--- src/rtl/id_stage.sv ---
// Decode stage of the MIPS-lite pipeline: IF/ID register, bypassed register file,
// field decode, load-use stall, control-instruction squash and the ID/EX register.
module id_stage #(
  parameter int unsigned DATA_W        = 32,
  parameter int unsigned SQUASH_CYCLES = 2
) (
  input  logic              clk,
  input  logic              rst,
  input  logic [31:0]       if_instruction,
  input  logic [31:0]       if_pc,
  input  logic              wb_en,
  input  logic [4:0]        wb_rd,
  input  logic [DATA_W-1:0] wb_data,
  output logic              hazard,
  output logic              id_valid,
  output logic [5:0]        id_opcode,
  output logic [4:0]        id_rs,
  output logic [4:0]        id_rt,
  output logic [4:0]        id_dest,
  output logic              id_wr_en,
  output logic [DATA_W-1:0] id_rs_val,
  output logic [DATA_W-1:0] id_rt_val,
  output logic [DATA_W-1:0] id_imm,
  output logic [31:0]       id_pc,
  output logic              id_halt
);

  localparam int unsigned INSTR_W = 32;
  localparam int unsigned PC_W    = 32;
  localparam int unsigned OP_W    = 6;
  localparam int unsigned REG_W   = 5;
  localparam int unsigned NREGS   = 32;
  localparam int unsigned CNT_W   = 2;
  localparam int unsigned IMM_W   = 16;

  localparam logic [OP_W-1:0] OP_ALU_MAX = 6'd11;
  localparam logic [OP_W-1:0] OP_LDW     = 6'd12;
  localparam logic [OP_W-1:0] OP_STW     = 6'd13;
  localparam logic [OP_W-1:0] OP_BZ      = 6'd14;
  localparam logic [OP_W-1:0] OP_BEQ     = 6'd15;
  localparam logic [OP_W-1:0] OP_JR      = 6'd16;
  localparam logic [OP_W-1:0] OP_HALT    = 6'd17;

  // IF/ID register and stage control state
  logic               ifid_valid_q, ifid_valid_d;
  logic [INSTR_W-1:0] ifid_instr_q, ifid_instr_d;
  logic [PC_W-1:0]    ifid_pc_q,    ifid_pc_d;
  logic [CNT_W-1:0]   squash_q,     squash_d;
  logic               halted_q,     halted_d;

  // ID/EX register
  logic              ex_valid_q,  ex_valid_d;
  logic [OP_W-1:0]   ex_op_q,     ex_op_d;
  logic [REG_W-1:0]  ex_rs_q,     ex_rs_d;
  logic [REG_W-1:0]  ex_rt_q,     ex_rt_d;
  logic [REG_W-1:0]  ex_dest_q,   ex_dest_d;
  logic              ex_wr_q,     ex_wr_d;
  logic [DATA_W-1:0] ex_rs_val_q, ex_rs_val_d;
  logic [DATA_W-1:0] ex_rt_val_q, ex_rt_val_d;
  logic [DATA_W-1:0] ex_imm_q,    ex_imm_d;
  logic [PC_W-1:0]   ex_pc_q,     ex_pc_d;
  logic              ex_halt_q,   ex_halt_d;

  logic [DATA_W-1:0] rf_q [NREGS];

  logic [OP_W-1:0]   dec_op;
  logic [REG_W-1:0]  dec_rs, dec_rt, dec_rd;
  logic [IMM_W-1:0]  dec_imm_raw;
  logic              dec_legal, dec_valid, dec_reads_rs, dec_reads_rt, dec_wr;
  logic              dec_ctrl, fetch_ctrl;
  logic [REG_W-1:0]  dec_dest;
  logic [DATA_W-1:0] rs_val, rt_val;
  logic [OP_W-1:0]   fetch_op;

  assign dec_op      = ifid_instr_q[31:26];
  assign dec_rs      = ifid_instr_q[25:21];
  assign dec_rt      = ifid_instr_q[20:16];
  assign dec_rd      = ifid_instr_q[15:11];
  assign dec_imm_raw = ifid_instr_q[15:0];
  assign fetch_op    = if_instruction[31:26];

  // Operand usage and destination selection per opcode class
  always_comb begin
    dec_legal    = 1'b0;
    dec_reads_rs = 1'b0;
    dec_reads_rt = 1'b0;
    dec_wr       = 1'b0;
    dec_dest     = '0;
    if (dec_op <= OP_HALT) dec_legal = 1'b1;
    if (dec_op <= OP_ALU_MAX) begin
      dec_reads_rs = 1'b1;
      dec_wr       = 1'b1;
      if (!dec_op[0]) begin
        dec_reads_rt = 1'b1;
        dec_dest     = dec_rd;
      end else begin
        dec_dest     = dec_rt;
      end
    end else begin
      case (dec_op)
        OP_LDW: begin
          dec_reads_rs = 1'b1;
          dec_wr       = 1'b1;
          dec_dest     = dec_rt;
        end
        OP_STW, OP_BEQ: begin
          dec_reads_rs = 1'b1;
          dec_reads_rt = 1'b1;
        end
        OP_BZ, OP_JR: dec_reads_rs = 1'b1;
        default: ;
      endcase
    end
  end

  assign dec_valid  = ifid_valid_q & dec_legal;
  assign dec_ctrl   = (dec_op == OP_BZ) || (dec_op == OP_BEQ) || (dec_op == OP_HALT);
  assign fetch_ctrl = (fetch_op == OP_BZ) || (fetch_op == OP_BEQ) || (fetch_op == OP_HALT);

  // Register reads see a same-cycle writeback
  assign rs_val = (wb_en && (wb_rd == dec_rs)) ? wb_data : rf_q[dec_rs];
  assign rt_val = (wb_en && (wb_rd == dec_rt)) ? wb_data : rf_q[dec_rt];

  assign hazard = ex_valid_q && (ex_op_q == OP_LDW) && dec_valid && !dec_ctrl &&
                  ((dec_reads_rs && (dec_rs == ex_dest_q)) ||
                   (dec_reads_rt && (dec_rt == ex_dest_q)));

  // IF/ID next state: hold on stall, bubble while squashing or halted
  always_comb begin
    ifid_valid_d = ifid_valid_q;
    ifid_instr_d = ifid_instr_q;
    ifid_pc_d    = ifid_pc_q;
    squash_d     = squash_q;
    halted_d     = halted_q;
    if (dec_valid && (dec_op == OP_HALT) && !hazard) halted_d = 1'b1;
    if (squash_q != '0) squash_d = squash_q - CNT_W'(1);
    if (!hazard) begin
      if (halted_q || (squash_q != '0)) begin
        ifid_valid_d = 1'b0;
        ifid_instr_d = '0;
        ifid_pc_d    = '0;
      end else begin
        ifid_valid_d = 1'b1;
        ifid_instr_d = if_instruction;
        ifid_pc_d    = if_pc;
        if (fetch_ctrl) squash_d = CNT_W'(SQUASH_CYCLES);
      end
    end
  end

  // ID/EX next state: bubble on stall or non-instruction
  always_comb begin
    ex_valid_d  = 1'b0;
    ex_op_d     = '0;
    ex_rs_d     = '0;
    ex_rt_d     = '0;
    ex_dest_d   = '0;
    ex_wr_d     = 1'b0;
    ex_rs_val_d = '0;
    ex_rt_val_d = '0;
    ex_imm_d    = '0;
    ex_pc_d     = '0;
    ex_halt_d   = 1'b0;
    if (dec_valid && !hazard) begin
      ex_valid_d  = 1'b1;
      ex_op_d     = dec_op;
      ex_rs_d     = dec_rs;
      ex_rt_d     = dec_rt;
      ex_dest_d   = dec_dest;
      ex_wr_d     = dec_wr;
      ex_rs_val_d = rs_val;
      ex_rt_val_d = rt_val;
      ex_imm_d    = {{(DATA_W-IMM_W){dec_imm_raw[IMM_W-1]}}, dec_imm_raw};
      ex_pc_d     = ifid_pc_q;
      ex_halt_d   = (dec_op == OP_HALT);
    end
  end

  always_ff @(posedge clk or negedge rst) begin
    if (!rst) begin
      ifid_valid_q <= 1'b0;
      ifid_instr_q <= '0;
      ifid_pc_q    <= '0;
      squash_q     <= '0;
      halted_q     <= 1'b0;
      ex_valid_q   <= 1'b0;
      ex_op_q      <= '0;
      ex_rs_q      <= '0;
      ex_rt_q      <= '0;
      ex_dest_q    <= '0;
      ex_wr_q      <= 1'b0;
      ex_rs_val_q  <= '0;
      ex_rt_val_q  <= '0;
      ex_imm_q     <= '0;
      ex_pc_q      <= '0;
      ex_halt_q    <= 1'b0;
    end else begin
      ifid_valid_q <= ifid_valid_d;
      ifid_instr_q <= ifid_instr_d;
      ifid_pc_q    <= ifid_pc_d;
      squash_q     <= squash_d;
      halted_q     <= halted_d;
      ex_valid_q   <= ex_valid_d;
      ex_op_q      <= ex_op_d;
      ex_rs_q      <= ex_rs_d;
      ex_rt_q      <= ex_rt_d;
      ex_dest_q    <= ex_dest_d;
      ex_wr_q      <= ex_wr_d;
      ex_rs_val_q  <= ex_rs_val_d;
      ex_rt_val_q  <= ex_rt_val_d;
      ex_imm_q     <= ex_imm_d;
      ex_pc_q      <= ex_pc_d;
      ex_halt_q    <= ex_halt_d;
    end
  end

  // Register file, all 32 entries writable
  always_ff @(posedge clk or negedge rst) begin
    if (!rst) begin
      for (int i = 0; i < int'(NREGS); i++) rf_q[i] <= '0;
    end else if (wb_en) begin
      rf_q[wb_rd] <= wb_data;
    end
  end

  assign id_valid  = ex_valid_q;
  assign id_opcode = ex_op_q;
  assign id_rs     = ex_rs_q;
  assign id_rt     = ex_rt_q;
  assign id_dest   = ex_dest_q;
  assign id_wr_en  = ex_wr_q;
  assign id_rs_val = ex_rs_val_q;
  assign id_rt_val = ex_rt_val_q;
  assign id_imm    = ex_imm_q;
  assign id_pc     = ex_pc_q;
  assign id_halt   = ex_halt_q;

endmodule
--- config.mk ---
export PLATFORM = sky130hd
export DESIGN_NAME = id_stage
export DESIGN_NICKNAME = d
export VERILOG_FILES = /design/src/rtl/id_stage.sv
export SDC_FILE = /design/constraint.sdc
export NUM_CORES = 2
export LEC_CHECK = 0
export BUFFER_PORTS_ARGS = -buffer_cell sky130_fd_sc_hd__buf_2
export CAP_MARGIN = 20
export CORE_MARGIN = 10
export CORE_UTILIZATION = 50
export CTS_CLUSTER_SIZE = 12
export DETAILED_ROUTE_END_ITERATION = 10
export GPL_TIMING_DRIVEN = 0
export HOLD_SLACK_MARGIN = 0.05
export PLACE_DENSITY = 0.72
export SYNTH_ARGS = -nofsm -noshare
export SYNTH_HDL_FRONTEND = slang
export SYNTH_SLANG_ARGS = --single-unit
--- constraint.sdc ---
create_clock -name clk -period 2 [get_ports clk]
set_input_delay 0.4 -clock clk [delete_from_list [all_inputs] [get_ports clk]]
set_output_delay 0.4 -clock clk [all_outputs]
set_load 0.02 [all_outputs]
======== Word level (Yosys, flattened, before mapping) ========
Index checks and enable logic that the tools add are counted.
word-level totals
  flip-flop bits (word level) ............. 1,244
  latch bits .............................. 0
  memory bits (writable) .................. 0
  bits in read-only memories .............. 0
  output and inout port bits .............. 153
  logic and storage cells ................. 136
  memories kept ........................... 0
cells by class
  add/subtract/negate cells ............... 1
  $mul .................................... 0
  divide/modulo/power cells ............... 0
  $lt $le $gt $ge ......................... 6
  equal/unequal tests ..................... 14
  shift-type cells ........................ 0
  muxes and demuxes ....................... 40
  bitwise operators ....................... 4
  reductions and logical operators ........ 23
operator list
  operator                                              count
  bitwise mux 1024 bit                                  1
  2-to-1 mux 32 bit                                     13
  binary-select mux 32 bit (select 5 bit)               2
  demux 32 bit (select 5 bit)                           1
  equality test 6 x 4 -> 1 bit (second input constant)  7
  2-to-1 mux 5 bit                                      6
  equality test 5 bit                                   4
  equality test 6 x 5 -> 1 bit (second input constant)  3
  >= comparator 6 bit (second input constant)           3
  inverter 5 -> 6 bit                                   3
  logical AND 1 bit                                     12
  2-to-1 mux 1 bit                                      12
  2-to-1 mux 2 bit                                      4
  <= comparator 6 x 4 -> 1 bit (second input constant)  1
  <= comparator 6 x 5 -> 1 bit (second input constant)  1
  logical OR 1 bit                                      6
  < comparator 6 x 1 -> 1 bit (second input constant)   1
  2-to-1 mux 6 bit                                      1
  OR reduction 5 bit                                    1
  logical NOT 1 bit                                     2
  nonzero test 2 bit                                    1
  OR reduction 2 bit                                    1
  subtractor 2 x 1 -> 2 bit (second input constant)     1
  AND 1 bit                                             1

======== Logic depth before layout (Yosys ltp) ========
  depth in word-level cells ............... 10
  gate-level depth with buffers ........... 10

======== Least setup slack after synthesis ========
Ideal clock, no wire load.
  path kind ............................... register to output
  start ................................... reg ex_op_q[1] (netlist: id_opcode[1])
  end ..................................... out hazard
  data arrival time ....................... 1,755 ps
  slack ................................... -155 ps
  cell stages (with the launch flop) ...... 7
  buffers on the path ..................... 2
  cells stage by stage .................... dfrtp_1 > nor4b_1 > nand4b_1 > or3_4 > a211oi_4 > buf_6 > buf_6
between the ends
  longest elaborated chain between the ends .. 5
ends and longest elaborated chain
  element                         line  RTL
  start: declaration              53    logic [OP_W-1:0] ex_op_q, ex_op_d;
  start signal: assignment        204   ex_op_q <= ex_op_d;
  equality test 6 x 4 -> 1 bit    124   assign hazard = ex_valid_q && (ex_op_q == OP_LDW) && dec_valid && !dec_ctrl &&
  logical AND 1 bit (4 in a row)  124
  end: declaration                14    output logic hazard,
No other way between the ends.

======== Final worst setup path ========
  start ................................... reg ifid_instr_q[24]
  end ..................................... out hazard
between the ends
  longest elaborated chain between the ends .. 4
ends and longest elaborated chain
  element                   line  RTL
  start: declaration        46    logic [INSTR_W-1:0] ifid_instr_q, ifid_instr_d;
  start signal: assignment  199   ifid_instr_q <= ifid_instr_d;
  equality test 5 bit       125   ((dec_reads_rs && (dec_rs == ex_dest_q)) ||
  logical AND 1 bit         125
  logical OR 1 bit          125
  logical AND 1 bit         124
No other way between the ends.

==> results.md <==
- CTS Hold Bufs: 96
- Syn Inst Count: 4604
- Synth Cell Area: 62790 sq um
- Fillers: 8925
- Crit path max fanout: 4
- Final WL: 242.5 mm
- Die Y: 374.4 microns
- Synth area leaders: dfrtp_1 49%, mux2_2 18%, mux4_2 14%, mux2i_1 5.1%, nand2_1 2.1%
- Pwr Density: 1315 nW/um^2
- Failing checks: hold timing, setup timing
- CTS tree: built
- DRC: 0
- Post-synth top flop: dfrtp_1
- CP arrival: 2750 ps
- Setup TNS: -176070 ps
- Sequential fraction of design power: 33.0%
- Int Power: 63970 uW
- Final net count: 5352
- DPL Wire Length: 159.2 mm
- Max capacitance violation total: 0
- Post-synth top area share: 48.94%
- Post-Syn Nets: 4708
- Clk pwr share: 24.4%
- Die Width: 374.4 microns
- Period utilization: 157.3%
- Vias per cell: 6.851
- 1st-pass router iterations: 6
- Finished Core Util: 62.67%
- Comb power frac: 42.6%
- Violation count after the first detailed-route iteration: 6544
- Synth warnings: 0
- Yosys top cell by area: dfrtp_1
- Yosys reg bits: 1228
- H-tree depth: 4
- Final setup violation count: 613
- Routed Antenna Nets: 0
- Top Ports: 257
- Post-synth EDFFs: 0
- Number of placement rows: 129
- Vias: 47910
- Overflow after GRT: 0
- Hold crit path type: in2async
- Worst r2r src: ifid_instr_q[17]$_DFFE_PN0N_
- Rel. slew slack: 13.35%
- Clock skew: 27.90 ps
- Clock Latency Late Sink: 810 ps
- Worst-Margin Slew: 1295 ps
- Worst R2R Path Depth: 13
- Max Buffers Root-to-Sink: 3
- F_max: 317.8 MHz
- Dpl cell area: 66600 sq um
- Most frequent cells after synthesis: 1228 x dfrtp_1, 1024 x mux2_2, 384 x mux4_2, 348 x nand2_1, 319 x mux2i_1
- End of the worst register-to-register path: id_rt_val[29]$_DFF_PN0_
- Core area: 124300 sq um
- Setup crit start kind: register
- Placed cells: 6515
- Sequential area share after synthesis: 48.94%
- Clock sink count: 1228
- Share of cells above drive strength 1: 50.41%
- Unrepaired setup endpoints after global routing: yes
- RePlAce Congestion: 0.9913
- Initial Util: 50.52%
- Worst ir drop on vdd: 1.127 mV
- R2R setup slack: -830 ps
- Critical path required time: 1600 ps
- Die footprint: 140200 sq um
- Hold Fails Final Rpt: 109
- Final Cell Area: 77880 sq um
- Worst hold slack: -425.6 ps
- Worst setup EP type: primary output
- Psw: 38480 uW
- Sw Ratio: 37.56%
- Vias in the first global route: 48080
- Initial antenna violation count: 16
- CTS clk-pin slew, worst paths: 60 ps
- Synthesized area per cell: 13.64 sq um
- Setup CP Type: reg2out
- DR WL/cell: 34.68 microns
- Root buffer cell: clkbuf_16
- CTS buffer count: 135
- Library cells used by synthesis: 46
- Count leader, synth: dfrtp_1
- Largest net degree at the start of global routing: 176
- First-pass GRT wire length: 335.2 mm
- Final Max Slew Viols: 0
- Port Buf Inserts: 250
- PnR worst setup slack: -1147 ps
- Non-filler cells, final: 6993
- Minimum clock period: 3147 ps
- Status: complete, but fails checks
- Area grow syn2layout: 24.03%
- Static Leak: 0.03362 uW
- Gr usage total: 32.87%
- Post-synth ARST share: 100.0%
[how the worst max path moves through the flow]
stage	endpoint	slack, ps	start	depth (start not counted)
after floorplan	hazard	-50	id_opcode[1]$_DFF_PN0_	6
after global placement	id_opcode[1]$_DFF_PN0_	-28550	rst	1
after detailed placement	id_rt_val[26]$_DFF_PN0_	-1990	ifid_instr_q[20]$_DFFE_PN0N_	8
after CTS	hazard	-1160	ifid_instr_q[19]$_DFFE_PN0N_	8
after global routing	hazard	-1160	ifid_instr_q[24]$_DFFE_PN0N_	8
final	hazard	-1150	ifid_instr_q[24]$_DFFE_PN0N_	8
[power groups by stage]
stage / clock network [uW] / logic, uW / registers [uW]
floorplan: 0 / 20200 / 33800
global placement: 0 / 31700 / 33600
detailed placement: 0 / 32600 / 33900
CTS: 24900 / 38500 / 33500
global route: 25900 / 44600 / 34300
finish: 25000 / 43700 / 33800
[timing repair]
item / in CTS / in global routing
setup buffers: 52 / 79
setup endpoints to repair: 248 / 440
cloned: 12 / 8
hold endpoints to repair: 301 / 109
pin swaps: 151 / 89
resized for setup: 845 / 315
[flip-flops by register name, indices dropped and copies added, names as in the netlist]
register and count:
id_imm 16, id_dest 5, id_valid 1, ifid_valid_q 1, id_rt 5, id_rs 5
id_wr_en 1, rf_q 1024, id_halt 1, id_pc 32, id_rs_val 32, halted_q 1
id_rt_val 32, id_opcode 6, ifid_pc_q 32, ifid_instr_q 32, squash_q 2
[per-layer routing]
metal	share of wire [%]	global-route usage (%)	vias up
met1	35	39.30	24640
met5	0.15	0.7888	-
met2	44	48.52	3704
met3	14	14.14	1039
li1	-	-	18500
met4	7.1	20.78	17
[final cells by class]
cell class	count	area [sq um]	share of cell area (%)
antenna	16	40.04	0.05141
buffer	469	4151	5.330
clock buffer	187	3775	4.847
clock inverter	42	500.5	0.6426
inverter	3	23.77	0.03052
multi-input combinational	2896	32040	41.14
sequential	1228	30740	39.46
tap	1637	2048	2.630
timing repair buffer	514	4556	5.849
timing repair inverter	1	11.26	0.01446
[cells by family (layout without fill, tap and decap cells)]
kind of cell / after synthesis / in the layout / share of synthesized area (%)
XOR/XNOR: 21 / 21 / 0.2929
AND/OR/NAND/NOR: 690 / 690 / 4.894
buffers and inverters: 480 / 1216 / 3.680
flip-flops: 1228 / 1228 / 48.94
AO/OA/AOI/OAI: 457 / 457 / 4.968
multiplexers: 1727 / 1727 / 37.22
other: 1 / 17 / 0.005972
[worst max-delay path, cell delays in order, from the launching register on]
cell	delay, ps
dfrtp_1	380
buf_6	130
xor2_1	140
nor4_1	340
nand3_1	240
a211oi_4	350
buf_6	170
buf_8	100
buf_6	110
[cell usage in the layout (no fill, tap or decap), drive strengths merged, types with 7 or more instances in the layout]
| master | n |
|---|---|
| clkbuf | 396 |
| buf | 677 |
| o21ai | 128 |
| nor2b | 7 |
| diode | 16 |
| o2111ai | 62 |
| mux4 | 384 |
| inv | 13 |
| dlygate4sd3 | 96 |
| mux2 | 1024 |
| mux2i | 319 |
| nor2 | 100 |
| and2 | 66 |
| clkinv | 26 |
| a21oi | 66 |
| nand2 | 348 |
| a311oi | 64 |
| xor2 | 17 |
| dfrtp | 1228 |
| a22oi | 133 |
| nor3 | 128 |
[stage by stage]
stage          total power (uW)  worst slack (ps)
3_3_place_gp              65300            -28550
4_1_cts                   96860             -1163
6_report                 102500             -1147
2_1_floorplan             54040            -53.51
3_5_place_dp              66420             -1993
5_1_grt                  104800             -1163
Power figures use the tool's default switching activity.
